### src/rtl/instr_fetch_if.sv
// Fetch-stage bus bundle: ROM read port, decode handshake and redirect input.
// The fetch stage uses the master modport; the ROM/decoder side uses slave.
interface instr_fetch_if #(
    parameter int ADDR_W = 8,
    parameter int DATA_W = 32
);
    logic              rom_en;
    logic [ADDR_W-1:0] rom_addr;
    logic [DATA_W-1:0] rom_data;
    logic              instr_valid;
    logic              instr_ready;
    logic [DATA_W-1:0] instr_data;
    logic [ADDR_W-1:0] instr_pc;
    logic              redirect;
    logic [ADDR_W-1:0] redirect_pc;

    modport master (
        output rom_en, rom_addr, instr_valid, instr_data, instr_pc,
        input  rom_data, instr_ready, redirect, redirect_pc
    );

    modport slave (
        input  rom_en, rom_addr, instr_valid, instr_data, instr_pc,
        output rom_data, instr_ready, redirect, redirect_pc
    );
endinterface

### src/rtl/instr_fetch.sv
// Instruction fetch stage: PC, ROM read issue (1-cycle latency), prefetch FIFO
// and a valid/ready hand-off to decode. A redirect reloads the PC and drops all
// buffered and in-flight words.
// Optional build macro FETCH_PERF_CNT_EN adds fetch_cnt / discard_cnt counters.
module instr_fetch #(
    parameter int              ADDR_W   = 8,
    parameter int              DATA_W   = 32,
    parameter int              DEPTH    = 2,
    parameter logic [ADDR_W-1:0] RESET_PC = '0
) (
    input  logic clk,
    input  logic rst,
`ifdef FETCH_PERF_CNT_EN
    output logic [31:0] fetch_cnt,
    output logic [15:0] discard_cnt,
`endif
    instr_fetch_if.master bus
);
    localparam int PTR_W = $clog2(DEPTH);
    localparam int CNT_W = PTR_W + 1;

    typedef enum logic [1:0] {S_BOOT, S_FETCH, S_FULL} state_t;

    state_t            state, state_next;
    logic [ADDR_W-1:0] pc;
    logic              inflight;
    logic [ADDR_W-1:0] inflight_addr;
    logic [DATA_W-1:0] fifo_data [DEPTH];
    logic [ADDR_W-1:0] fifo_pc   [DEPTH];
    logic [PTR_W-1:0]  rd_ptr, wr_ptr;
    logic [CNT_W-1:0]  count;
    logic              flush, pop, push, credit_ok, issue;

    // Handshake qualifiers and the read credit (this cycle's pop frees a slot).
    always_comb begin
        flush     = bus.redirect && (state != S_BOOT);
        pop       = bus.instr_valid && bus.instr_ready;
        push      = inflight && !flush;
        credit_ok = (int'(count) + int'(inflight) - int'(pop)) < DEPTH;
    end

    // Next-state and read-issue decision; redirect overrides everything but reset.
    always_comb begin
        // NOTE: every output gets a default first, so no path can infer a latch.
        state_next = state;
        issue      = 1'b0;
        case (state)
            S_BOOT:  state_next = S_FETCH;
            S_FETCH: begin
                if (credit_ok) issue = 1'b1;
                else           state_next = S_FULL;
            end
            S_FULL:  if (pop) state_next = S_FETCH;
            default: state_next = S_BOOT;
        endcase
        if (flush) begin
            issue      = 1'b0;
            state_next = S_FETCH;
        end
    end

    // State register, PC, in-flight tracking and FIFO pointers/occupancy.
    always_ff @(posedge clk) begin
        // NOTE: non-blocking everywhere so all updates see pre-edge values.
        if (rst) begin
            state         <= S_BOOT;
            pc            <= RESET_PC;
            inflight      <= 1'b0;
            inflight_addr <= RESET_PC;
            rd_ptr        <= '0;
            wr_ptr        <= '0;
            count         <= '0;
        end else begin
            state <= state_next;
            if (flush) begin
                pc       <= bus.redirect_pc;
                inflight <= 1'b0;
                rd_ptr   <= '0;
                wr_ptr   <= '0;
                count    <= '0;
            end else begin
                if (issue) begin
                    pc            <= pc + ADDR_W'(1);
                    inflight_addr <= pc;
                end
                inflight <= issue;
                if (push) wr_ptr <= wr_ptr + PTR_W'(1);
                if (pop)  rd_ptr <= rd_ptr + PTR_W'(1);
                count <= count + CNT_W'(push) - CNT_W'(pop);
            end
        end
    end

    // FIFO storage: capture the returning ROM word with the address it came from.
    always_ff @(posedge clk) begin
        // NOTE: storage is not reset; count alone decides what is visible.
        if (push) begin
            fifo_data[wr_ptr] <= bus.rom_data;
            fifo_pc[wr_ptr]   <= inflight_addr;
        end
    end

    assign bus.rom_en      = issue && !rst;
    assign bus.rom_addr    = pc;
    assign bus.instr_valid = (count != '0);
    assign bus.instr_data  = bus.instr_valid ? fifo_data[rd_ptr] : '0;
    assign bus.instr_pc    = bus.instr_valid ? fifo_pc[rd_ptr]   : '0;

`ifdef FETCH_PERF_CNT_EN
    logic [16:0] discard_sum;

    // Words lost to a redirect: FIFO entries not popped this cycle plus the in-flight one.
    always_comb begin
        discard_sum = {1'b0, discard_cnt} + 17'(count) + 17'(inflight) - 17'(pop);
    end

    // Saturating performance counters; only reset clears them.
    always_ff @(posedge clk) begin
        if (rst) begin
            fetch_cnt   <= '0;
            discard_cnt <= '0;
        end else begin
            if (pop && (fetch_cnt != 32'hFFFF_FFFF)) fetch_cnt <= fetch_cnt + 32'd1;
            if (flush) discard_cnt <= discard_sum[16] ? 16'hFFFF : discard_sum[15:0];
        end
    end
`endif
endmodule
### src/flat_wrapper.sv
// flat-port wrapper written by rule: the top's interface ports become plain ports
module instr_fetch_flat 
#(
    parameter int              ADDR_W   = 8,
    parameter int              DATA_W   = 32,
    parameter int              DEPTH    = 2,
    parameter logic [ADDR_W-1:0] RESET_PC = '0
)
  (clk, rst, bus_rom_en, bus_rom_addr, bus_instr_valid, bus_instr_data, bus_instr_pc, bus_rom_data, bus_instr_ready, bus_redirect, bus_redirect_pc);
  instr_fetch_if #(.ADDR_W(ADDR_W), .DATA_W(DATA_W)) bus_i ();
  input  logic clk;
  input  logic rst;
  output wire logic [$bits(bus_i.rom_en)-1:0] bus_rom_en;
  output wire logic [$bits(bus_i.rom_addr)-1:0] bus_rom_addr;
  output wire logic [$bits(bus_i.instr_valid)-1:0] bus_instr_valid;
  output wire logic [$bits(bus_i.instr_data)-1:0] bus_instr_data;
  output wire logic [$bits(bus_i.instr_pc)-1:0] bus_instr_pc;
  input wire logic [$bits(bus_i.rom_data)-1:0] bus_rom_data;
  input wire logic [$bits(bus_i.instr_ready)-1:0] bus_instr_ready;
  input wire logic [$bits(bus_i.redirect)-1:0] bus_redirect;
  input wire logic [$bits(bus_i.redirect_pc)-1:0] bus_redirect_pc;
  assign bus_rom_en = bus_i.rom_en;
  assign bus_rom_addr = bus_i.rom_addr;
  assign bus_instr_valid = bus_i.instr_valid;
  assign bus_instr_data = bus_i.instr_data;
  assign bus_instr_pc = bus_i.instr_pc;
  assign bus_i.rom_data = bus_rom_data;
  assign bus_i.instr_ready = bus_instr_ready;
  assign bus_i.redirect = bus_redirect;
  assign bus_i.redirect_pc = bus_redirect_pc;
  instr_fetch #(.ADDR_W(ADDR_W), .DATA_W(DATA_W), .DEPTH(DEPTH), .RESET_PC(RESET_PC)) u_core (.clk(clk), .rst(rst), .bus(bus_i));
endmodule
### config.mk
export PLATFORM = sky130hd
export DESIGN_NAME = instr_fetch_flat
export DESIGN_NICKNAME = d
export VERILOG_FILES = /design/src/rtl/instr_fetch_if.sv /design/src/rtl/instr_fetch.sv /design/src/flat_wrapper.sv
export SDC_FILE = /design/constraint.sdc
export NUM_CORES = 1
export LEC_CHECK = 0
export BUFFER_PORTS_ARGS = -buffer_cell sky130_fd_sc_hd__buf_2
export CAP_MARGIN = 20
export CELL_PAD_IN_SITES_DETAIL_PLACEMENT = 1
export CELL_PAD_IN_SITES_GLOBAL_PLACEMENT = 2
export CORE_MARGIN = 2
export CORE_UTILIZATION = 36
export DETAILED_ROUTE_END_ITERATION = 10
export GPL_ROUTABILITY_DRIVEN = 1
export PLACE_DENSITY_LB_ADDON = 0.1
export SLEW_MARGIN = 10
export SYNTH_ARGS = -nofsm -noshare
export SYNTH_HDL_FRONTEND = slang
export SYNTH_SLANG_ARGS = --single-unit
### constraint.sdc
create_clock -name clk -period 3.3 [get_ports clk]
set_input_delay 0.495 -clock clk [delete_from_list [all_inputs] [get_ports clk]]
set_output_delay 0.495 -clock clk [all_outputs]
set_load 0.1 [all_outputs]
# Word level (Yosys, flattened, before mapping)
# Memory sizes are Yosys's and may differ from the RTL's. A register that Yosys moved wholly into a read port is not among the register bits.
# Index checks and enable logic that the tools add are counted.
dict set report word_totals {
  ff_bits 23
  latch_bits 0
  mem_bits_rw 80
  mem_bits_ro 0
  inputBits 44
  out_inout_bits 50
  word_cells 56
  n_memories 2
}
# memory words word_bits read_ports rd_ports_with_merged_regs wr line
set mem_list {}
lappend mem_list {u_core.fifo_data 2 32 1 1 1 instr_fetch.sv:28} ;# logic [DATA_W-1:0] fifo_data [DEPTH];
lappend mem_list {u_core.fifo_pc 2 8 1 1 1 instr_fetch.sv:29} ;# logic [ADDR_W-1:0] fifo_pc [DEPTH];
dict set report op_classes {
  add_sub_neg 7
  n_mul 0
  div_mod_pow 0
  n_lt_le_gt_ge 1
  n_eq_ne 6
  shifts 0
  n_mux 17
  bitwise 1
  n_reduce_logical 14
}
# operator count
set op_table {}
lappend op_table {{< comparator 32 x 3 -> 1 bit (second input constant)} 1}
lappend op_table {{two-way mux 32 bit} 1}
lappend op_table {{subtractor 32 x 2 -> 32 bit} 1}
lappend op_table {{two-way mux 8 bit} 3}
lappend op_table {{two-way mux 1 bit} 10}
lappend op_table {{adder 8 x 1 -> 8 bit (second input constant)} 1}
lappend op_table {{case mux 2 bit (3 select lines)} 1}
lappend op_table {{AND reduction 2 bit} 3}
lappend op_table {{nonzero test 2 bit} 3}
lappend op_table {{logical AND 1 bit} 4}
lappend op_table {{two-way mux 2 bit} 2}
lappend op_table {{adder 2 x 1 -> 3 bit} 1}
lappend op_table {{!= test 3 x 1 -> 1 bit (second input constant)} 1}
lappend op_table {{!= test 3 x 2 -> 1 bit (second input constant)} 1}
lappend op_table {{adder 1 bit (second input constant)} 2}
lappend op_table {{adder 2 x 1 -> 2 bit} 1}
lappend op_table {{== test 2 x 1 -> 1 bit (second input constant)} 1}
lappend op_table {{== test 2 bit (second input constant)} 1}
lappend op_table {{zero test 1 bit} 2}
lappend op_table {{zero test 2 bit} 1}
lappend op_table {{!= test 2 x 1 -> 1 bit (second input constant)} 1}
lappend op_table {{!= test 2 bit (second input constant)} 1}
lappend op_table {{OR reduction 2 bit} 1}
lappend op_table {{subtractor 2 x 1 -> 2 bit} 1}
lappend op_table {{inverter 1 bit} 1}

# Depth between registers and ports, before layout
# Gate-level depths: netlist of the first run.
dict set report depth {
  ltp_word 9
  mapped_depth 12
}

# Worst setup path after synthesis of the first run
# Ideal clock, no wire load.
dict set report synth_timing {
  path_type {input to register}
  start {in bus_redirect}
  end {mem u_core.fifo_data[0][0] (enable)}
  setup_ps 437
  arrival_time_ps 2444
  required_ps 2863
  path_slack_ps 419
  cell_stages 3
  cell_sequence {o21ai_1 > nand2_1 > nor2_1}
}
dict set report synth_via {
  elab_chain_cells 5
}
# element line
set synth_rtl {}
lappend synth_rtl {{from (decl)} flat_wrapper.sv:20} ;# input wire logic [$bits(bus_i.redirect)-1:0] bus_redirect;
lappend synth_rtl {{logical AND 1 bit} instr_fetch.sv:36} ;# flush = bus.redirect && (state != S_BOOT);
lappend synth_rtl {{zero test 1 bit} instr_fetch.sv:38} ;# push = inflight && !flush;
lappend synth_rtl {{logical AND 1 bit} instr_fetch.sv:38}
lappend synth_rtl {{two-way mux 1 bit} instr_fetch.sv:97} ;# if (push) begin
lappend synth_rtl {{two-way mux 1 bit (not written as such)} instr_fetch.sv:98} ;# fifo_data[wr_ptr] <= bus.rom_data;
lappend synth_rtl {{to (decl)} instr_fetch.sv:28}
# Every way passes these cells.

# Worst setup path after layout of the first run
dict set report layout_timing {
  start {reg u_core.count[0]}
  end {out bus_rom_en}
}
dict set report layout_via {
  elab_chain_cells 8
  word_cells_on_any_way 9
}
# element line
set layout_rtl {}
lappend layout_rtl {{from (decl)} instr_fetch.sv:31} ;# logic [CNT_W-1:0] count;
lappend layout_rtl {{from (signal assigned)} instr_fetch.sv:89} ;# count <= count + CNT_W'(push) - CNT_W'(pop);
lappend layout_rtl {{branches (longest 2 deep; another with adder 2 x 1 -> 3 bit)} n/a}
lappend layout_rtl {{subtractor 32 x 2 -> 32 bit (*)} instr_fetch.sv:39} ;# credit_ok = (int'(count) + int'(inflight) - int'(pop)) < DEPTH;
lappend layout_rtl {{< comparator 32 x 3 -> 1 bit (*)} instr_fetch.sv:39}
lappend layout_rtl {{two-way mux 1 bit (*)} instr_fetch.sv:50} ;# if (credit_ok) issue = 1'b1;
lappend layout_rtl {{two-way mux 1 bit (*)} instr_fetch.sv:47} ;# case (state)
lappend layout_rtl {{two-way mux 1 bit (*)} instr_fetch.sv:56} ;# if (flush) begin
lappend layout_rtl {{logical AND 1 bit (*)} instr_fetch.sv:103} ;# assign bus.rom_en = issue && !rst;
lappend layout_rtl {{to (decl)} flat_wrapper.sv:13} ;# output wire logic [$bits(bus_i.rom_en)-1:0] bus_rom_en;
# Mark *: on every way between the ends.

==> metrics.cfg, run 1 <==
[drt]
dr_wl_met3_um = 292
wl_met2_mm = 4.41
wl_per_cell_um = 15.6
routed_wl_mm = 8.76
viasPerCell = 4.89
highest_layer = met4
wl_met1_mm = 3.88
num_vias = 2754
drc = 0
dr.pass1.iters = 4
drtAntennaViolNets = 0
drt_iter0_markers = 105

[sta]
rsz0062_at_grt = false
setup_viol = 0
worst_slack_ns = 0.248
fin_crit_ns = 3.05
hold_violations = 0
final_min_period_over_clock_period_pct = 92.5
worst_pin_slew_ns = 0.851
fmax_mhz = 328
finalMaxSlewViolations = 0
clock_skew_ns = 0.00364
timing.setup.tns_ns = 0
slew_headroom_pct = 43.1

[worst_setup_path]
crit_path_end_kind = output pin
critical-path-max-stage-delay_ns = 0.38
crit_top_cell = ha_1
critPathBufInv = 4
worstSetupPathType = flop to output pin
cp_max_fo = 7
cp_top_family = adder cells
start_kind = flop
slowest_stage = dfxtp_2
critical_path.cell_chain = ha_1, inv_1, ha_1, inv_1, ha_1, ha_1, nand2b_1, o211ai_4, nand3_4, inv_1, buf_6
critical_path_arrival_ns = 2.56
required_ns = 2.80

[clock_tree]
cts_tree = yes
worstSkewPairLatency_ns = 0.34
clk_pin_slew_ns = 0.07
cts.htree.levels = 3
clockBufferDepth = 2
cts-buffers-inserted = 9
cts_sinks = 104
cts_root_buf = clkbuf_16

[placed_design]
io_buffers = 93
gp_congestion = 0.790
post-place-ws_ns = 0.279
hpwl_mm = 6.03
placed_cells_incl_taps = 547

[floorplanning]
core_area_um2 = 11500
rows = 39
die_area_um2 = 12700
io_pins = 94
initial_utilization_pct = 37.0
dieHeight_um = 113
die_w_um = 113

[logic_synthesis]
synth_area_leader_cell = edfxtp_1
yosysWarnings = 0
synthArstFlopShare_pct = 0
seq_area_frac_synth_pct = 68.0
synth_cell_types = 39
postSynthAreaPerCell_um2 = 13.3
synth_area_leaders = edfxtp_1 (57%), dfxtp_1 (11%), mux2i_1 (9.7%)
netlist_area_um2 = 4240
syn_nets = 372
yosysTopAreaCellShare_pct = 56.7
synth_cells = 319
synth_seq_cells = 104
synth-edff-count = 80
synth_top_flop_cell = edfxtp_1

[global_route]
overflow = 0
grt_pass1_vias = 2843
antenna_found_initial = 0
grt_use_total_pct = 14.5
grt_start_max_net_pins = 41
grt_pass1_wl_mm = 14.5

[layout]
nNetsFinal = 468
area_growth_syn_to_layout_pct = 23.5
utilization_pct = 45.7
seq_area_um2 = 2890
multi_input_area_um2 = 1290
nFillCells = 1251
final_cell_mix = buf_2 (92), edfxtp_1 (80), nor2_1 (50), mux2i_1 (41), dfxtp_1 (22)
drive_above_1_share_pct = 30.0
antenna_cells_inserted = 0
final_common_cell = buf_2
instances_no_fill = 563

[pwr]
ir_drop_mv = 0.233
p_per_area_nw_per_um2 = 543
leakage_nw = 1.99

[status]
status = finished clean

[job]
drv_cap = 0

[hold_path]
min-delay-path-class = input port to flop

==> metal layers <==
metal  GRT usage, %  vias to the layer above
met1           17.9                     1331
met5              0                        -
li1               -                     1345
met3           2.48                       12
met2           25.1                       66
met4           6.34                        0
==> synthesized netlist by cell type (2+ instances only) <==
library cell	n
o211ai_1	3
dfxtp_1	24
clkbuf_1	6
edfxtp_1	80
a21oi_1	15
nand2b_1	2
nand2_1	20
nand3_1	4
mux2i_1	41
inv_1	10
a221o_1	3
nor3_1	4
ha_1	8
buf_2	5
o21ai_0	15
nor2_1	52
or2_2	3
and3_1	3
==> final cells by class <==
type                            instances  area share (%)
Sequential cell                       104            55.1
Multi-Input combinational cell        193            24.7
Timing Repair Buffer                   97            9.82
Clock buffer                           13            5.40
Tap cell                              143            3.42
Clock inverter                          3           0.860
Inverter                               10           0.717
==> path summary, 6_finish.rpt <==
kind	cells past startpoint	startpoint	end	slack, ns
max	11	u_core.count[0]	bus_rom_en	0.25
min	1	bus_rom_data[18]	u_core.fifo_data[1][18]	0.34
max reg2reg	11	u_core.count[0]	u_core.bus.rom_addr[2]	0.83
min reg2reg	0	u_core.inflight_addr[6]	u_core.fifo_pc[0][6]	0.45
==> metrics by stage <==
stage	hold WS, ns	area (µm²)	power [mW]
final	0.341	5240	2.84
after global routing	0.332	5240	2.94
after CTS	0.326	5220	2.87
after detailed placement	0.435	4890	1.74
after global placement	0.428	4890	1.73
after floorplan	0.419	4240	1.67
==> flip-flops by register name, indices dropped and copies added, names as in the netlist, named ones only <==
register	count
u_core.bus.rom_addr	8
u_core.count	2
u_core.fifo_data	64
u_core.fifo_pc	16
u_core.inflight	1
u_core.inflight_addr	8
u_core.rd_ptr	1
u_core.state	2
u_core.wr_ptr	1
==> kinds of logic after synthesis <==
kind of cell	share of synthesized area (%)
multiplexers	9.68
XOR/XNOR	0.413
flip-flops	68.0
AO/OA/AOI/OAI	7.00
adder cells (fa/ha/maj)	2.83
AND/OR/NAND/NOR	9.98
buffers and inverters	2.10
==> repair_timing <==
action                                  in CTS  in global routing
resized for setup                            1                  3
buffers inserted                             0                  0
hold buffers                                 0                  0
endpoints found under the setup margin       1                  1
==> where the power goes <==
group / internal [mW] / switching (mW) / leakage [nW]
logic: 0.0602 / 0.194 / 0.900
registers: 1.44 / 0.0199 / 0.929
clock network: 0.683 / 0.452 / 0.161
Power figures use the tool's default switching activity.
==> run 2: changes to the inputs <==
- REMOVE_ABC_BUFFERS: default -> 1
==> metrics.cfg, run 2 (same netlist as run 1, synthesis figures left out) <==
[drt]
viasPerCell = 4.95
drtAntennaViolNets = 0
dr.pass1.iters = 4
drc = 0
drt_iter0_markers = 88
routed_wl_mm = 9.02
wl_per_cell_um = 16.0
num_vias = 2791

[clock_tree]
cts_root_buf = clkbuf_16
worstSkewPairLatency_ns = 0.34
postCtsSetupBuffers = 0
cts_resized = 2
cts_sinks = 104
cts.htree.levels = 3
cts-buffers-inserted = 9
cts_tree = yes
cts_hold_buf = 0
clk_pin_slew_ns = 0.07
clockBufferDepth = 2

[pwr]
p_comb_share_pct = 8.9
clock_power_share_pct = 40.9
p_switching_uw = 660
power.share.sequential_pct = 50.2
leakage_nw = 2.00
p_per_area_nw_per_um2 = 551
intPower_mw = 2.24
p_sw_share_pct = 22.8
ir_drop_mv = 0.276

[hold_path]
min_from = bus_rom_data[6]
min-delay-path-class = input port to flop

[layout]
drive_above_1_share_pct = 30.6
regMostFlops = u_core.fifo_data
utilization_pct = 45.9
final_cell_mix = buf_2 (92), edfxtp_1 (80), nor2_1 (50), mux2i_1 (41), dfxtp_1 (22)
largest_reg_flops = 64
antenna_cells_inserted = 0
final_common_cell = buf_2
area_growth_syn_to_layout_pct = 24.1
nNetsFinal = 469
largest_registers = u_core.fifo_data (64), u_core.fifo_pc (16)

[global_route]
met3_usage_pct = 3.19
busiest_layer = met2
use_met2_pct = 25.9
grt_start_max_net_pins = 42
overflow = 0
grtUsageMet1_pct = 18.5
antenna_found_initial = 0
grt_pass1_vias = 2916
grt_pass1_wl_mm = 14.7
grt_use_total_pct = 15.0

[placed_design]
hpwl_mm = 6.29
gp_congestion = 0.752
post-place-ws_ns = 0.252
io_buffers = 93

[worst_setup_path]
critical-path-max-stage-delay_ns = 0.39
crit-reg2reg-launch = u_core.count[0]
slowest_stage = dfxtp_2
cp_top_family = adder cells
required_ns = 2.80
critical_path_arrival_ns = 2.58
critical_path.cell_chain = ha_1, inv_1, ha_1, inv_1, ha_1, ha_1, nand2b_1, o211ai_4, nand3_2, inv_2, buf_8
rrSetupSlack_ns = 0.81
startpoint = u_core.count[0]
worstSetupPathType = flop to output pin
start_kind = flop
crit_path_end_kind = output pin
critPathBufInv = 4
crit_top_cell = ha_1
cp_max_fo = 7

[floorplanning]
initial_utilization_pct = 37.0
io_pins = 94
dieHeight_um = 113
die_w_um = 113
rows = 39
die_area_um2 = 12700
core_area_um2 = 11500

[sta]
setup_viol = 0
timing.setup.tns_ns = 0
fin_crit_ns = 3.08
final_min_period_over_clock_period_pct = 93.3
finalMaxSlewViolations = 0
fmax_mhz = 325
hold_violations = 0
rsz0062_at_grt = false
holdWs_ns = 0.342
clock_skew_ns = 0.00516
worst_slack_ns = 0.222
worst_pin_slew_ns = 0.634
slew_headroom_pct = 57.6

[job]
drv_cap = 0

[status]
status = finished clean

run 2: changes by cell type in the layout (fill, tap and decap cells not counted), sizes merged:
cell / change
bufinv: +2
inv: -1
clkbuf: -3
buf: +1
clkinv: +1
clkinvlp: +1
run 2: worst register-to-register path, stage by stage (launching register included):
cell      delay (ns)
dfxtp_2         0.39
ha_1            0.19
inv_1           0.09
ha_1            0.29
inv_1           0.04
ha_1            0.17
ha_1            0.18
nand2b_1        0.21
o211ai_4        0.15
a21oi_2         0.16
a31o_1          0.22
a221o_1         0.29
run 2: cell type report:
type / instances / area (µm²)
repair buffers: 98 / 538
multi-input cells: 193 / 1280
flip-flops and latches: 104 / 2890
clock inverters: 6 / 108
inverters: 10 / 37.5
clock buffers: 10 / 229
fillers: 1235 / 6210
well taps: 143 / 179
run 2: worst paths after layout:
check	depth (start not counted)	to
setup / recovery	11	bus_rom_en
hold / removal	1	u_core.fifo_data[0][6]
setup reg to reg	11	u_core.bus.rom_addr[2]
hold reg to reg	0	u_core.fifo_pc[0][7]
run 2: per-stage QoR:
step	power [mW]	instance area, µm²	cells
2_1_floorplan	1.66	4190	307
3_5_place_dp	1.74	4910	548
4_1_cts	2.94	5260	564
6_report	2.90	5260	564
3_3_place_gp	1.74	4910	548
5_1_grt	3.00	5260	564
run 2: routing by layer:
layer | up-vias | share of wire, %
met5 | - | 0
met4 | 0 | 1.7
met3 | 9 | 4.3
met2 | 66 | 49
met1 | 1364 | 44
li1 | 1352 | -
run 2: power by group through the flow:
stage,sequential [mW],clock (mW),combinational [mW]
floorplan,1.52,0,0.136
global route,1.46,1.27,0.275
detailed placement,1.48,0,0.259
global placement,1.48,0,0.255
CTS,1.45,1.22,0.261
finish,1.45,1.18,0.258
==> run 3: changes to the inputs <==
- BUFFER_PORTS_ARGS: -buffer_cell sky130_fd_sc_hd__buf_2 -> -buffer_cell sky130_fd_sc_hd__clkbuf_2
==> metrics.cfg, run 3 (same netlist as run 1, synthesis figures left out) <==
[drt]
dr.pass1.iters = 4
wl_per_cell_um = 15.5
drc = 0
drtAntennaViolNets = 0
num_vias = 2760
drt_iter0_markers = 107
viasPerCell = 4.89
routed_wl_mm = 8.73

[floorplanning]
io_pins = 94
rows = 39
initial_utilization_pct = 37.0
dieHeight_um = 113
core_area_um2 = 11500
die_w_um = 113
die_area_um2 = 12700

[worst_setup_path]
required_ns = 2.80
worstSetupPathType = flop to output pin
crit_top_cell = ha_1
crit-reg2reg-launch = u_core.count[0]
critical-path-max-stage-delay_ns = 0.39
start_kind = flop
startpoint = u_core.count[0]
r2r-end = u_core.bus.rom_addr[2]
cp_max_fo = 7
rrSetupSlack_ns = 0.82
worst-r2r-cell-count = 11
critical_path.cell_chain = ha_1, inv_1, ha_1, inv_1, ha_1, ha_1, nand2b_1, o211ai_4, nand3_2, inv_1, buf_8
slowest_stage = dfxtp_2
crit_path_end_kind = output pin
critical_path_arrival_ns = 2.62

[sta]
finalMaxSlewViolations = 0
final_min_period_over_clock_period_pct = 94.5
clock_skew_ns = 0.00886
fmax_mhz = 321
setup_viol = 0
timing.setup.tns_ns = 0
slew_headroom_pct = 60.5
holdWs_ns = 0.340
hold_violations = 0
worst_pin_slew_ns = 0.590
fin_crit_ns = 3.12

[clock_tree]
cts_hold_buf = 0
cts_resized = 0
postCtsSetupBuffers = 0
cts.htree.levels = 3
cts_sinks = 104
clockBufferDepth = 2
cts-buffers-inserted = 9
cts_root_buf = clkbuf_16
clk_pin_slew_ns = 0.07
cts_tree = yes
worstSkewPairLatency_ns = 0.34

[placed_design]
hpwl_mm = 5.92
placed_cells_incl_taps = 548
gp_congestion = 0.755
io_buffers = 93
placed_area_um2 = 4890

[pwr]
clock_power_share_pct = 37.0
intPower_mw = 2.02
leakage_nw = 1.93
p_total_mw = 2.71
power.share.sequential_pct = 53.6
p_comb_share_pct = 9.3
p_switching_uw = 695
p_per_area_nw_per_um2 = 523
ir_drop_mv = 0.286
p_sw_share_pct = 25.6

[global_route]
grt_start_max_net_pins = 42
overflow = 0
grt_use_total_pct = 14.5
grt_pass1_wl_mm = 14.4
antenna_found_initial = 0
grt_pass1_vias = 2894

[hold_path]
min_from = bus_rom_data[9]
hold_path_depth = 1
min_to = u_core.fifo_data[0][9]
min-delay-path-class = input port to flop

[job]
drv_cap = 0

[layout]
nFillCells = 1209
antenna_cells_inserted = 0
drive_above_1_share_pct = 30.2
final_cell_mix = clkbuf_2 (92), edfxtp_1 (80), nor2_1 (50), mux2i_1 (41), dfxtp_1 (22)
stdcell_area_um2 = 5180
regMostFlops = u_core.fifo_data
largest_reg_flops = 64
seq_area_um2 = 2890
area_growth_syn_to_layout_pct = 22.2
largest_registers = u_core.fifo_data (64), u_core.fifo_pc (16)
instances_no_fill = 564
final_common_cell = clkbuf_2
nNetsFinal = 469
multi_input_area_um2 = 1280

[status]
status = finished clean

## run 3: cell count changes in the layout (fill, tap and decap cells not counted), moves of 2 or more
| cell | previous run | this run |
|---|---|---|
| buf_2 | 92 | 0 |
| clkbuf_2 | 0 | 92 |
| bufinv_16 | 3 | 0 |
| buf_12 | 2 | 0 |
| buf_4 | 3 | 5 |
| clkinv_2 | 2 | 0 |
| inv_6 | 0 | 2 |
## run 3: per-stage QoR
| stage | setup slack [ns] | util (%) |
|---|---|---|
| after floorplan | -0.208 | - |
| after global placement | 0.488 | 42.6 |
| after detailed placement | 0.382 | 42.6 |
| after CTS | 0.000621 | 45.1 |
| after global routing | -0.00444 | 45.2 |
| final | 0.182 | 45.2 |
## run 3: worst max-delay path by stage
stage,slack (ns),depth (start not counted),endpoint
2_1_floorplan,-0.21,2,bus_instr_data[0]
3_3_place_gp,0.49,11,bus_rom_en
3_5_place_dp,0.38,11,bus_rom_en
4_1_cts,0.0006,11,bus_rom_en
5_1_grt,-0.004,11,bus_rom_en
6_report,0.18,11,bus_rom_en
## run 3: metal layers
metal | GRT usage, % | vias to the layer above | part of all wire [%]
met3 | 2.97 | 9 | 4.5
li1 | - | 1348 | -
met1 | 18.6 | 1326 | 47
met4 | 5.61 | 0 | 1.5
met2 | 24.1 | 77 | 47
met5 | 0 | - | 0
## run 3: critical path: cells and delay by family, from the launching register on
kind	cells	cell delay, ns
DFF	1	0.39
buffers and inverters	4	0.50
AOI/OAI and AO/OA	1	0.15
and+or+nand+nor	2	0.39
adders and majority gates	4	0.84
## run 3: layout make-up
| cell class | instances | share of cell area [%] |
|---|---|---|
| Sequential cell | 104 | 55.7 |
| Timing Repair Buffer | 98 | 9.90 |
| Clock inverter | 6 | 1.04 |
| Multi-Input combinational cell | 193 | 24.8 |
| Clock buffer | 10 | 4.42 |
| Tap cell | 143 | 3.45 |
| Inverter | 10 | 0.724 |
## run 3: power by group through the flow
stage	Combinational [mW]	Sequential, mW	Clock (mW)
global route	0.273	1.46	1.08
global placement	0.253	1.48	0
detailed placement	0.256	1.48	0
CTS	0.257	1.45	1.04
floorplan	0.136	1.52	0
finish	0.253	1.45	1.00
